[src/rtl/input_conditioner_pkg.sv]
// Shared constants for the push-button input conditioner.
//   BTN_START / BTN_INT / BTN_RST : bit positions of each button in the
//                                   3-bit raw, level and press vectors.
//   NUM_BTN                       : number of conditioned buttons.
//   DEFAULT_STABLE_COUNT          : default debounce window in fpgaclock cycles.
//   DEFAULT_CNT_W                 : default width of each debounce counter.
package input_conditioner_pkg;

  localparam int unsigned BTN_START = 0;
  localparam int unsigned BTN_INT   = 1;
  localparam int unsigned BTN_RST   = 2;
  localparam int unsigned NUM_BTN   = 3;

  localparam int unsigned DEFAULT_STABLE_COUNT = 1000000;
  localparam int unsigned DEFAULT_CNT_W        = 20;

endpackage

[src/rtl/input_conditioner_debounce_channel.sv]
// One push-button channel: 2-FF synchronizer, debounce counter, debounced
// state and a one-cycle press pulse on each debounced 0->1 transition.
// Ports:
//   clk    in   clock (rising edge)
//   reset  in   synchronous active-high reset; clears every register
//   raw    in   asynchronous raw button
//   level  out  debounced state
//   press  out  high for the one cycle after level goes 0->1
module input_conditioner_debounce_channel
  import input_conditioner_pkg::*;
#(
  parameter int unsigned STABLE_COUNT = DEFAULT_STABLE_COUNT,
  parameter int unsigned CNT_W        = DEFAULT_CNT_W
) (
  input  logic clk,
  input  logic reset,
  input  logic raw,
  output logic level,
  output logic press
);

  // Terminal count: the state flips on the STABLE_COUNT-th consecutive
  // differing cycle, so the counter never has to hold STABLE_COUNT itself.
  localparam logic [CNT_W-1:0] CNT_LAST = CNT_W'(STABLE_COUNT - 1);

  logic             sync_p0;
  logic             sync_p1;
  logic [CNT_W-1:0] cnt;

  always_ff @(posedge clk) begin
    if (reset) begin
      sync_p0 <= 1'b0;
      sync_p1 <= 1'b0;
      level   <= 1'b0;
      cnt     <= '0;
      press   <= 1'b0;
    end else begin
      // Stage p0/p1: metastability synchronizer, only sync_p1 is used below
      sync_p0 <= raw;
      sync_p1 <= sync_p0;
      // Debounce stage: any agreeing cycle restarts the window
      press   <= 1'b0;
      if (sync_p1 == level) begin
        cnt <= '0;
      end else if (cnt == CNT_LAST) begin
        level <= sync_p1;
        cnt   <= '0;
        press <= sync_p1;
      end else begin
        cnt <= cnt + CNT_W'(1);
      end
    end
  end

endmodule

[src/rtl/input_conditioner.sv]
// Push-button input conditioner feeding the run-control block. Each raw
// button is synchronized and debounced; debounced presses become one-cycle
// pulses, with reset taking priority over interrupt and interrupt over start.
// A held reset button also blocks interrupt and start presses.
// Ports:
//   fpgaclock        in   system clock (rising edge)
//   reset            in   synchronous active-high block reset
//   btn_start        in   raw start button, asynchronous
//   btn_interrupt    in   raw interrupt button, asynchronous
//   btn_reset        in   raw reset button, asynchronous
//   start_pulse      out  one-cycle start press after priority masking
//   interrupt_pulse  out  one-cycle interrupt press after priority masking
//   reset_pulse      out  one-cycle reset press
//   btn_level        out  debounced levels {reset, interrupt, start}
module input_conditioner
  import input_conditioner_pkg::*;
#(
  parameter int unsigned STABLE_COUNT = DEFAULT_STABLE_COUNT,
  parameter int unsigned CNT_W        = DEFAULT_CNT_W
) (
  input  logic       fpgaclock,
  input  logic       reset,
  input  logic       btn_start,
  input  logic       btn_interrupt,
  input  logic       btn_reset,
  output logic       start_pulse,
  output logic       interrupt_pulse,
  output logic       reset_pulse,
  output logic [2:0] btn_level
);

  logic [NUM_BTN-1:0] raw;
  logic [NUM_BTN-1:0] level;
  logic [NUM_BTN-1:0] press;
  logic               start_mask;
  logic               int_mask;
  logic               rst_mask;

  always_comb begin
    raw            = '0;
    raw[BTN_START] = btn_start;
    raw[BTN_INT]   = btn_interrupt;
    raw[BTN_RST]   = btn_reset;
  end

  for (genvar i = 0; i < NUM_BTN; i++) begin : g_chan
    input_conditioner_debounce_channel #(
      .STABLE_COUNT(STABLE_COUNT),
      .CNT_W       (CNT_W)
    ) u_debounce_channel (
      .clk  (fpgaclock),
      .reset(reset),
      .raw  (raw[i]),
      .level(level[i]),
      .press(press[i])
    );
  end

  // Priority masking: lower-priority presses coinciding with a higher one,
  // or arriving while reset is held down, are dropped rather than queued.
  always_comb begin
    rst_mask   = press[BTN_RST];
    int_mask   = press[BTN_INT] & ~press[BTN_RST] & ~level[BTN_RST];
    start_mask = press[BTN_START] & ~press[BTN_INT] & ~press[BTN_RST]
               & ~level[BTN_RST];
  end

  // Output stage: registered pulses, one cycle behind the debounced level
  always_ff @(posedge fpgaclock) begin
    if (reset) begin
      reset_pulse     <= 1'b0;
      interrupt_pulse <= 1'b0;
      start_pulse     <= 1'b0;
    end else begin
      reset_pulse     <= rst_mask;
      interrupt_pulse <= int_mask;
      start_pulse     <= start_mask;
    end
  end

  // Debounced states are already registers with the required timing
  always_comb begin
    btn_level = level;
  end

endmodule

[config.mk]
export PLATFORM = sky130hd
export DESIGN_NAME = input_conditioner
export DESIGN_NICKNAME = d
export VERILOG_FILES = /design/src/rtl/input_conditioner_pkg.sv /design/src/rtl/input_conditioner_debounce_channel.sv /design/src/rtl/input_conditioner.sv
export SDC_FILE = /design/constraint.sdc
export NUM_CORES = 1
export LEC_CHECK = 0
export CAP_MARGIN = 30
export CORE_MARGIN = 2
export CORE_UTILIZATION = 30
export CTS_CLUSTER_DIAMETER = 100
export DETAILED_ROUTE_END_ITERATION = 8
export SYNTH_ARGS = -nofsm -noshare
export SYNTH_HDL_FRONTEND = slang
export SYNTH_SLANG_ARGS = --single-unit
[constraint.sdc]
create_clock -name fpgaclock -period 2.5 [get_ports fpgaclock]
set_clock_uncertainty 0.1 [all_clocks]
set_input_delay 0.5 -clock fpgaclock [delete_from_list [all_inputs] [get_ports fpgaclock]]
set_output_delay 0.5 -clock fpgaclock [all_outputs]
set_load 0.005 [all_outputs]
After elaboration in Yosys (flattened, before gate mapping)
Cells that the tools add are included.

operators by class
  add/sub/neg operators = 3
  bitwise operators = 14
  reductions and logical operators = 9
  equal/unequal tests = 6

operator list
  operator               number
  $add 20x1->20 const B  3
  $eq 20x20->1 const B   3
  $reduce_or 3->1        6
  $not 1->1              9
  $reduce_and 2->1       3
  $and 1x1->1            5
  $eq 1x1->1             3

word-level totals
  input bits = 5
  bits in registers = 75

Depth between registers and ports, before layout
Gate-level depths: netlist of run 1.

  word-level depth = 4
  depth in mapped cells = 6
  mapped depth without buffers = 5

Hierarchy
Synthesis of run 1 repeated with hierarchy kept, for this count alone.

second synthesis, totals
  cell total of the unflattened synthesis = 352
  area, all modules = 3362.0 µm²

modules (own cells, without submodules)
  module                              times used  area an instance (µm²)  cells an instance
  input_conditioner_debounce_channel  3           1087.3                  115
  input_conditioner                   1           100.1                   7

Worst setup path after synthesis of run 1
OpenSTA, ideal clock, no wires.

  path type = reg-to-reg
  start = reg g_chan[1].u_debounce_channel.cnt[9]
  end = reg g_chan[1].u_debounce_channel.cnt[10]
  period minus slack after synthesis = 2.002 ns
  arrival time = 1.787 ns
  cell stages (with the launch flop) = 6
  setup time = 0.115 ns
  path slack = 0.498 ns
  cell sequence = dfxtp_1 > or4bb_1 > or4_4 > o21ai_4 > buf_6 > nor2_1

on the way
  word-level cells in the longest chain between the ends = 2
  elaborated cells on any way between the ends = 3

ends and longest elaborated chain
  item                                                                   RTL line                                  source
  start: declaration                                                     input_conditioner_debounce_channel.sv:28  logic [CNT_W-1:0] cnt;
  start signal: assignment                                               input_conditioner_debounce_channel.sv:50  cnt <= cnt + CNT_W'(1);
  parallel branches: the longest is 2 deep, another holds $add 20x1->20  --

Parallel ways; which one is timed is not known.
A chain may end at the register's enable or synchronous reset.

Worst setup path after layout of run 1
  start = reg g_chan[1].u_debounce_channel.cnt[9]
  end = reg g_chan[1].u_debounce_channel.cnt[12]

Same word-level chain as after synthesis.

==> flow_summary.yaml, run 1 <==
outcome:
  status: "complete, no violations"
finish:
  finalNetCount: 386
  drive_gt1_share_pct: 7.05
  finalInstanceArea_sq_mm: 0.00373
  antenna_cells: 0
  area_delta_synth_final_pct: 15.0
global_routing:
  antenna_found_initial: 0
  grt_pass1_vias: 2519
  track_usage_pct: 11.8
  grt_start_max_net_pins: 21
  grt_pass1_wl_mm: 11.0
  overflow: 0
sta:
  worst_slew_pin_slew_ns: 0.502
  layout_worst_path_cycle_share_pct: 87.8
  period_minus_slack_ns: 2.19
  tns_ns: 0
  fmax_mhz: 456
  hold_ws_ns: 0.343
  drv_slew: 0
  rsz0062_at_grt: "no"
  setup_violations: 0
  hold_violations: 0
  max_slew_margin_pct: 66.4
  setup_slack_ns: 0.305
drt:
  final_antenna_net_count: 0
  first_iter_violations: 120
  first_pass_iters: 4
  wirelength_mm: 6.20
  drcViolationCount: 0
  vias: 2513
  viasPerCell: 4.84
  wire_per_inst_um: 11.9
yosys:
  synthAdderAreaFrac_pct: 1.16
  synth_area_leaders: "dfxtp_1 (46%), xnor2_1 (8.1%), nor2_1 (6.0%)"
  synthSimpleGateAreaFrac_pct: 30.7
  synth_nets: 372
  yosysTopAreaCellShare_pct: 46.2
  synth_compound_area_share_pct: 7.09
  ys_types: 35
  synthMuxAreaShare_pct: 0
  yosysSeqAreaShare_pct: 46.2
  synth_top_family_by_area: "simple AND/OR/NAND/NOR gates"
  synth_xor_area_share_pct: 11.3
  yosys.area.top_type: "dfxtp_1"
  synth-seq-cells: 75
  synthesis.area_sq_mm: 0.00325
  syn-instance-count: 364
  ys.warnings.count: 0
  syn_avg_cell_area_sq_um: 8.92
floorplanning:
  die_x_um: 108
  die_h_um: 108
  dieArea_sq_mm: 0.0117
  fp-row-count: 37
  floorplan.core_area_sq_mm: 0.0104
  start_util_pct: 31.2
  io_pins: 11
critical_path:
  startpoint_type: "register"
  rr_worst_depth: 4
  worst_setup_path_end_kind: "register"
  crit_start: "g_chan[1].u_debounce_channel.cnt[9]"
  criticalPathCategory: "register to register"
  rr_startpoint: "g_chan[1].u_debounce_channel.cnt[9]"
  cp.arrival_ns: 2.31
  critical_path_peak_fanout: 19
  reg2reg_slack_ns: 0.31
  rr_endpoint: "g_chan[1].u_debounce_channel.cnt[12]"
  crit_end: "g_chan[1].u_debounce_channel.cnt[12]"
  crit_required_ns: 2.61
pwr:
  powerDensity_mw_per_mm2: 630
  power_frac_comb_pct: 1.3
  switching_share_pct: 19.1
  peakVddDrop_v: 0.000264
  p_clk_share_pct: 47.6
  p_sw_mw: 0.449
  cellLeakagePower_nw: 1.09
  seq_power_share_pct: 51.1
  p_int_mw: 1.90
clock_network:
  cts.sinks: 75
  numCtsBuffers: 9
  cts_max_level: 3
  cts-resized-gates: 0
  cts_setup_buffers: 0
  cts_hold_buf: 0
  path_clk_slew_ns: 0.08
  cts_root_buf: "clkbuf_8"
  cts_tree: "done"
  clock_latency_ns: 0.34
  cts.path.max_buffers: 2
placed_design:
  pre_cts_slack_ns: 0.315
  dpl_cell_area_sq_mm: 0.00349
  io_buffers: 10
  hpwl_mm: 4.38
  gp_routability_congestion: 0.750
hold_path:
  worstHoldPathType: "register to register"
flow_run:
  maxCapViolCount: 0
worst max-delay path: stages, from the launching register on:
cell and delay, ns:
dfxtp_1 0.41, or4bb_1 0.51, or4_4 0.51, o21ai_4 0.43, nor2_1 0.10
final cells by class:
cell class | instances | area [sq um]
well taps | 136 | 170
inverters | 11 | 41.3
flip-flops and latches | 75 | 1500
fillers | 1060 | 6680
clock inverters | 4 | 97.6
clock buffers | 12 | 145
repair buffers | 16 | 145
multi-input cells | 265 | 1630
state kept, by name, indices dropped and copies added (netlist names):
register                           count
g_chan.u_debounce_channel.sync_p1      3
g_chan.u_debounce_channel.press        3
interrupt_pulse                        1
g_chan.u_debounce_channel.level        3
g_chan.u_debounce_channel.cnt         60
start_pulse                            1
g_chan.u_debounce_channel.sync_p0      3
reset_pulse                            1
logic make-up (layout without fill, tap and decap cells):
kind of cell,Yosys count,after routing
AND/OR/NAND/NOR,181,181
flip-flops,75,75
XOR/XNOR,42,42
AO/OA/AOI/OAI,39,39
buffers and inverters,24,43
adder cells (fa/ha/maj),3,3
cell usage in the layout, fill, tap and decap left out:
| master | instances |
|---|---|
| nand3_1 | 23 |
| and2_1 | 3 |
| nor3_1 | 9 |
| or3_1 | 12 |
| and4_1 | 3 |
| dfxtp_1 | 75 |
| o21ai_0 | 9 |
| or4b_2 | 1 |
| clkbuf_1 | 2 |
| or4bb_1 | 2 |
| nand2b_1 | 1 |
| or4_1 | 9 |
| a21oi_1 | 18 |
| clkdlybuf4s50_1 | 10 |
| bufinv_16 | 3 |
| nor4b_1 | 6 |
| or3b_2 | 2 |
| nor2_1 | 52 |
| clkinvlp_4 | 1 |
| nor4_1 | 8 |
| and3_1 | 11 |
| o21ai_4 | 1 |
| xor2_1 | 12 |
| buf_4 | 6 |
| nand2_1 | 14 |
| or4_4 | 2 |
| nor3b_1 | 1 |
| clkbuf_8 | 10 |
| nand4_1 | 13 |
| inv_1 | 11 |
| nor2b_1 | 7 |
| o21ai_1 | 2 |
| a31o_2 | 1 |
| xnor2_1 | 30 |
| or4b_1 | 2 |
| o31ai_1 | 8 |
| ha_1 | 3 |
power groups by stage:
stage                     logic (mW)  clock network, mW  registers (mW)
final                         0.0298               1.12            1.20
after global routing          0.0333               1.21            1.20
after detailed placement      0.0302                  0            1.23
after global placement        0.0298                  0            1.23
after floorplan               0.0184                  0            1.23
after CTS                     0.0304               1.15            1.20
metrics by stage:
step / power [mW] / instances / util, %
2_1_floorplan: 1.25 / 364 / -
3_3_place_gp: 1.26 / 503 / 33.5
3_5_place_dp: 1.26 / 503 / 33.5
4_1_cts: 2.39 / 519 / 35.9
5_1_grt: 2.45 / 519 / 35.9
6_report: 2.35 / 519 / 35.9
synthesized netlist by cell type:
| cell | n |
|---|---|
| nand4_1 | 13 |
| or4bb_1 | 2 |
| o21ai_1 | 2 |
| nor2_1 | 52 |
| nor3_1 | 9 |
| xnor2_1 | 30 |
| and4_1 | 3 |
| buf_4 | 3 |
| clkbuf_1 | 6 |
| nor4b_1 | 6 |
| xor2_1 | 12 |
| or4_1 | 9 |
| ha_1 | 3 |
| or4_4 | 2 |
| or4b_2 | 1 |
| buf_2 | 3 |
| nor2b_1 | 7 |
| nor3b_1 | 1 |
| nand2_1 | 14 |
| buf_6 | 1 |
| o31ai_1 | 8 |
| and3_1 | 11 |
| a31o_2 | 1 |
| or3b_2 | 2 |
| inv_1 | 11 |
| a21oi_1 | 18 |
| or4b_1 | 2 |
| o21ai_0 | 9 |
| and2_1 | 3 |
| dfxtp_1 | 75 |
| or3_1 | 12 |
| o21ai_4 | 1 |
| nor4_1 | 8 |
| nand3_1 | 23 |
| nand2b_1 | 1 |
worst min path at each step:
| stage | start | to | slack, ns | cells after the start |
|---|---|---|---|---|
| finish | g_chan[1].u_debounce_channel.sync_p0 | g_chan[1].u_debounce_channel.sync_p1 | 0.34 | 1 |
| global route | g_chan[1].u_debounce_channel.sync_p0 | g_chan[1].u_debounce_channel.sync_p1 | 0.36 | 1 |
| CTS | g_chan[2].u_debounce_channel.press | start_pulse | 0.34 | 1 |
| detailed placement | g_chan[1].u_debounce_channel.sync_p0 | g_chan[1].u_debounce_channel.sync_p1 | 0.33 | 1 |
| global placement | g_chan[1].u_debounce_channel.sync_p0 | g_chan[1].u_debounce_channel.sync_p1 | 0.32 | 1 |
| floorplan | g_chan[2].u_debounce_channel.press | start_pulse | 0.31 | 1 |
metal layers:
layer | global-route usage (%) | part of all wire (%) | wire length [um]
met5 | 0 | 0 | 0
met4 | 6.04 | 1.3 | 81
met3 | 3.32 | 3.5 | 216
met2 | 19.5 | 47 | 2920
met1 | 14.0 | 48 | 2990
Power figures use the tool's default switching activity.
==> run 2, diff against run 1 <==
--- a/config.mk
+++ b/config.mk
@@ -8,6 +8,7 @@
 export CAP_MARGIN = 30
 export CORE_MARGIN = 2
 export CORE_UTILIZATION = 30
+export CTS_BUF_LIST = sky130_fd_sc_hd__clkbuf_8 sky130_fd_sc_hd__clkbuf_16
 export CTS_CLUSTER_DIAMETER = 100
 export DETAILED_ROUTE_END_ITERATION = 8
 export SYNTH_ARGS = -nofsm -noshare
==> constraint.sdc (replaced) <==
create_clock -name fpgaclock -period 2.5 [get_ports fpgaclock]
set_clock_uncertainty 0.1 [all_clocks]
set_input_delay 0.375 -clock fpgaclock [delete_from_list [all_inputs] [get_ports fpgaclock]]
set_output_delay 0.375 -clock fpgaclock [all_outputs]
set_load 0.005 [all_outputs]
==> run 2 against run 1 <==
Compared with the run above:
- global-route usage stayed put
- combinational power hardly changed
- largest power group unchanged
- first-iteration DRC count is 0.83% lower
- non-clock buffer count stayed put
- sequential share of layout area stayed put
- die area stayed put
- final cell count stayed put
- sequential power hardly changed
- routed wire length hardly changed
- worst hold slack better by 0.00051 ns
==> flow_summary.yaml, run 2 (synthesis results as in run 1) <==
outcome:
  status: "complete, no violations"
clock_network:
  cts_root_buf: "clkbuf_8"
  cts_hold_buf: 0
  numCtsBuffers: 9
  cts_tree: "done"
  cts.path.max_buffers: 2
  clock_latency_ns: 0.34
  path_clk_slew_ns: 0.08
  cts_max_level: 3
  cts_setup_buffers: 0
  cts.sinks: 75
  cts-resized-gates: 0
global_routing:
  grt_pass1_vias: 2519
  antenna_found_initial: 0
  overflow: 0
  grt_start_max_net_pins: 21
  track_usage_pct: 11.8
  grt_pass1_wl_mm: 11.0
sta:
  worst_slew_pin_slew_ns: 0.504
  setup_violations: 0
  hold_ws_ns: 0.344
  period_minus_slack_ns: 2.19
  rsz0062_at_grt: "no"
  fmax_mhz: 456
  max_slew_margin_pct: 66.3
  tns_ns: 0
  drv_slew: 0
  layout_worst_path_cycle_share_pct: 87.8
  hold_violations: 0
finish:
  nFillCells: 1060
  finalInstanceArea_sq_mm: 0.00373
  largest_register_ffs: 60
  multi_input_area_sq_mm: 0.00163
  drive_gt1_share_pct: 7.05
  mostFrequentLayoutCell: "dfxtp_1"
  layout_common_cells: "dfxtp_1 (75), nor2_1 (52), xnor2_1 (30), nand3_1 (23), a21oi_1 (18)"
  area_delta_synth_final_pct: 15.0
  seq_area_sq_mm: 0.00150
  finalNetCount: 386
  antenna_cells: 0
  regMostFlops: "g_chan.u_debounce_channel.cnt"
drt:
  final_antenna_net_count: 0
  viasPerCell: 4.86
  first_iter_violations: 119
  vias: 2521
  wire_per_inst_um: 11.9
  wirelength_mm: 6.20
  drcViolationCount: 0
  first_pass_iters: 4
pwr:
  powerDensity_mw_per_mm2: 628
  p_total_mw: 2.35
  cellLeakagePower_nw: 1.10
  power_frac_comb_pct: 1.3
  switching_share_pct: 19.2
  peakVddDrop_v: 0.000265
  p_sw_mw: 0.451
  seq_power_share_pct: 51.3
  p_clk_share_pct: 47.5
  p_int_mw: 1.90
placed_design:
  dpl_cell_area_sq_mm: 0.00349
  hpwl_mm: 4.38
  gp_routability_congestion: 0.750
  io_buffers: 10
floorplanning:
  fp-row-count: 37
  io_pins: 11
  floorplan.core_area_sq_mm: 0.0104
  die_h_um: 108
  start_util_pct: 31.2
  dieArea_sq_mm: 0.0117
  die_x_um: 108
hold_path:
  worstHoldPathType: "register to register"
critical_path:
  crit_path_cell_trace: "or4bb_1, or4_4, o21ai_4, nor2_1"
  worst_setup_path_end_kind: "register"
  critical_path_peak_fanout: 19
  crit_path_top_delay_cell: "or4bb_1"
  startpoint_type: "register"
  criticalPathCategory: "register to register"
  max_stage_delay_ns: 0.51
  cp.arrival_ns: 2.31
  crit_required_ns: 2.61
flow_run:
  maxCapViolCount: 0
[run 2: cell types whose count changed in the layout (fill, tap and decap cells not counted)]
cell      before  now
clkbuf_1       2    0
inv_1         11   13
[run 2: per-layer routing]
layer  part of all wire (%)  track usage, %  wire, um
met2                     47            19.5      2910
met5                      0               0         0
met3                    3.4            3.32       211
met1                     48            14.0      3000
met4                    1.3            6.04        81
[run 2: cell type report]
class / count / area share (%)
tap: 136 / 4.56
inverter: 11 / 1.11
timing repair buffer: 16 / 3.89
multi-input combinational: 265 / 43.8
clock buffer: 10 / 3.69
sequential: 75 / 40.2
clock inverter: 6 / 2.81
[run 2: critical path: cells and delay by family (launching register included)]
kind             cells  cell delay (ns)
AO/OA/AOI/OAI        1             0.43
flip-flops           1             0.40
AND/OR/NAND/NOR      3             1.12
[run 2: final timing paths]
kind                                                           start                                   end  slack, ns  cells after the start
worst min-delay path            g_chan[1].u_debounce_channel.sync_p0  g_chan[1].u_debounce_channel.sync_p1       0.34                      1
worst min register to register  g_chan[1].u_debounce_channel.sync_p0  g_chan[1].u_debounce_channel.sync_p1       0.34                      1
worst max-delay path             g_chan[1].u_debounce_channel.cnt[9]  g_chan[1].u_debounce_channel.cnt[12]       0.31                      4
worst max register to register   g_chan[1].u_debounce_channel.cnt[9]  g_chan[1].u_debounce_channel.cnt[12]       0.31                      4
[run 2: per-stage QoR]
stage	utilization, %	setup WS (ns)	std cells
4_1_cts	35.9	0.303	519
3_5_place_dp	33.5	0.315	503
3_3_place_gp	33.5	0.338	503
2_1_floorplan	-	0.498	364
5_1_grt	35.9	0.184	519
6_report	35.9	0.305	519
[run 2: power by group through the flow]
stage | registers (mW) | clock network, mW | logic [mW]
final | 1.20 | 1.11 | 0.0296
after global routing | 1.20 | 1.20 | 0.0333
after CTS | 1.20 | 1.14 | 0.0304
after detailed placement | 1.23 | 0 | 0.0302
after global placement | 1.23 | 0 | 0.0298
after floorplan | 1.23 | 0 | 0.0184
==> run 3, diff against run 2 <==
--- a/config.mk
+++ b/config.mk
@@ -11,6 +11,7 @@
 export CTS_BUF_LIST = sky130_fd_sc_hd__clkbuf_8 sky130_fd_sc_hd__clkbuf_16
 export CTS_CLUSTER_DIAMETER = 100
 export DETAILED_ROUTE_END_ITERATION = 8
+export GPL_ROUTABILITY_DRIVEN = 0
 export SYNTH_ARGS = -nofsm -noshare
 export SYNTH_HDL_FRONTEND = slang
 export SYNTH_SLANG_ARGS = --single-unit
==> results of run 3 <==
Final layout, timing and power as in run 2 (identical DEF).
==> RTL edit: new RTL, config.mk and constraints of run 1 <==
`DEFAULT_CNT_W`: 20 -> 28.
--- a/src/rtl/input_conditioner_pkg.sv
+++ b/src/rtl/input_conditioner_pkg.sv
@@ -12,7 +12,7 @@
   localparam int unsigned NUM_BTN   = 3;
 
   localparam int unsigned DEFAULT_STABLE_COUNT = 1000000;
-  localparam int unsigned DEFAULT_CNT_W        = 20;
+  localparam int unsigned DEFAULT_CNT_W        = 28;
 
 endpackage
 
Behaviour: no difference found for any inputs over 10 cycles, from zero or initial values and one cycle with reset high; that may be too few to reach the edited logic, so the function may still have changed.
==> RTL edit against run 1 <==
Routed wire length is 31% higher; final area increased by 33%; total power is 37% higher; synthesized area up 33%; sequential cell count grew 24; setup slack improved by 41 ps; clock power grew 42%; critical endpoint is now g_chan[0].u_debounce_channel.cnt[11]$_SDFF_PP0_; highest routed layer unchanged.
==> RTL edit: results <==
[synthesis]
synth_cell_types = 34
synth_nets = 497
ys_top_cells_by_area = dfxtp_1 46%, xor2_1 11%, nor2_1 8.6%
seq_area_frac_synth_pct = 45.7
synth_common_cells = 99 x dfxtp_1, 99 x nor2_1, 52 x xor2_1, 39 x nand3_1, 28 x xnor2_1

[placement]
hpwl_um = 5650
postPlaceCellArea_mm2 = 0.00460
place_congestion = 0.793

[drt]
routed_wl_um = 8110
first_pass_iters = 6
drt_iter0_markers = 207
vias = 3214

[critical_path]
startpoint = g_chan[0].u_debounce_channel.cnt[0]$_SDFF_PP0_
path_max_fanout = 27
critPathCapture = g_chan[0].u_debounce_channel.cnt[11]$_SDFF_PP0_
reg2reg_depth = 7
cp.arrival_ps = 2290
r2r_slack_ps = 350

[grt]
grt_pass1_wl_um = 14100
track_usage_pct = 11.6
grt_pass1_vias = 3106
grt_max_degree = 28

[power]
irDropWorstVdd_mv = 0.359
leakage_uw = 0.00160

[finish]
largest_register_ffs = 84
nNetsFinal = 506
drive_gt1_share_pct = 5.77
fillers = 1410
diodes = 0

[cts]
htreeDepth = 3
root_buffer = clkbuf_16
clk_latency_ps = 350
clk_pin_slew_ps = 60

[outcome]
outcome = completed

[sta]
tightestPinTransition_ps = 506
-- RTL edit: kinds of logic after synthesis --
group,synth area share (%)
AOI/OAI and AO/OA,0.231
DFF,45.7
adders and majority gates,0.866
buffers and inverters,3.67
xor gates and xnor gates,16.2
and+or+nand+nor,32.6
muxes,0.693
-- RTL edit: worst min-delay path by stage --
stage | endpoint | slack, ps | cells after the start
CTS | start_pulse$_SDFF_PP0_ | 340 | 1
detailed placement | g_chan[1].u_debounce_channel.sync_p1$_SDFF_PP0_ | 320 | 1
floorplan | start_pulse$_SDFF_PP0_ | 290 | 1
global route | g_chan[1].u_debounce_channel.sync_p1$_SDFF_PP0_ | 360 | 1
finish | g_chan[1].u_debounce_channel.sync_p1$_SDFF_PP0_ | 340 | 1
global placement | start_pulse$_SDFF_PP0_ | 320 | 1
-- RTL edit: cell type report --
type / instances / share of cell area [%]
clock inverter: 6 / 2.25
multi-input combinational: 361 / 44.3
timing repair buffer: 17 / 3.33
clock buffer: 10 / 4.82
tap: 180 / 4.55
inverter: 10 / 0.758
sequential: 99 / 40.0
-- RTL edit: layer usage --
layer	track usage (%)	routed length [µm]	vias up
met4	5.97	185	0
met1	15.3	4140	1487
met2	17.6	3520	39
li1	-	-	1671
met3	2.84	268	17
met5	0	0	-
-- RTL edit: power by group --
part,internal (µW),switching (µW),leakage (µW)
combinational,15.3,20.6,0.000636
clock,1010,585,0.000169
sequential,1580,3.51,0.000798
-- RTL edit: per-stage QoR --
stage / util [%] / instances / setup slack (ps)
after floorplan: - / 489 / 554
after global placement: 32.9 / 667 / 417
after detailed placement: 32.9 / 667 / 334
after CTS: 35.4 / 683 / 352
after global routing: 35.4 / 683 / 158
final: 35.4 / 683 / 347
-- RTL edit: worst max-delay path, cell delays in order, from the launching register on --
cell and delay, ps:
dfxtp_1 370, ha_1 200, and3_1 300, nand3_1 160
nor3_1 460, or2_2 230, buf_12 170, nor2_1 60
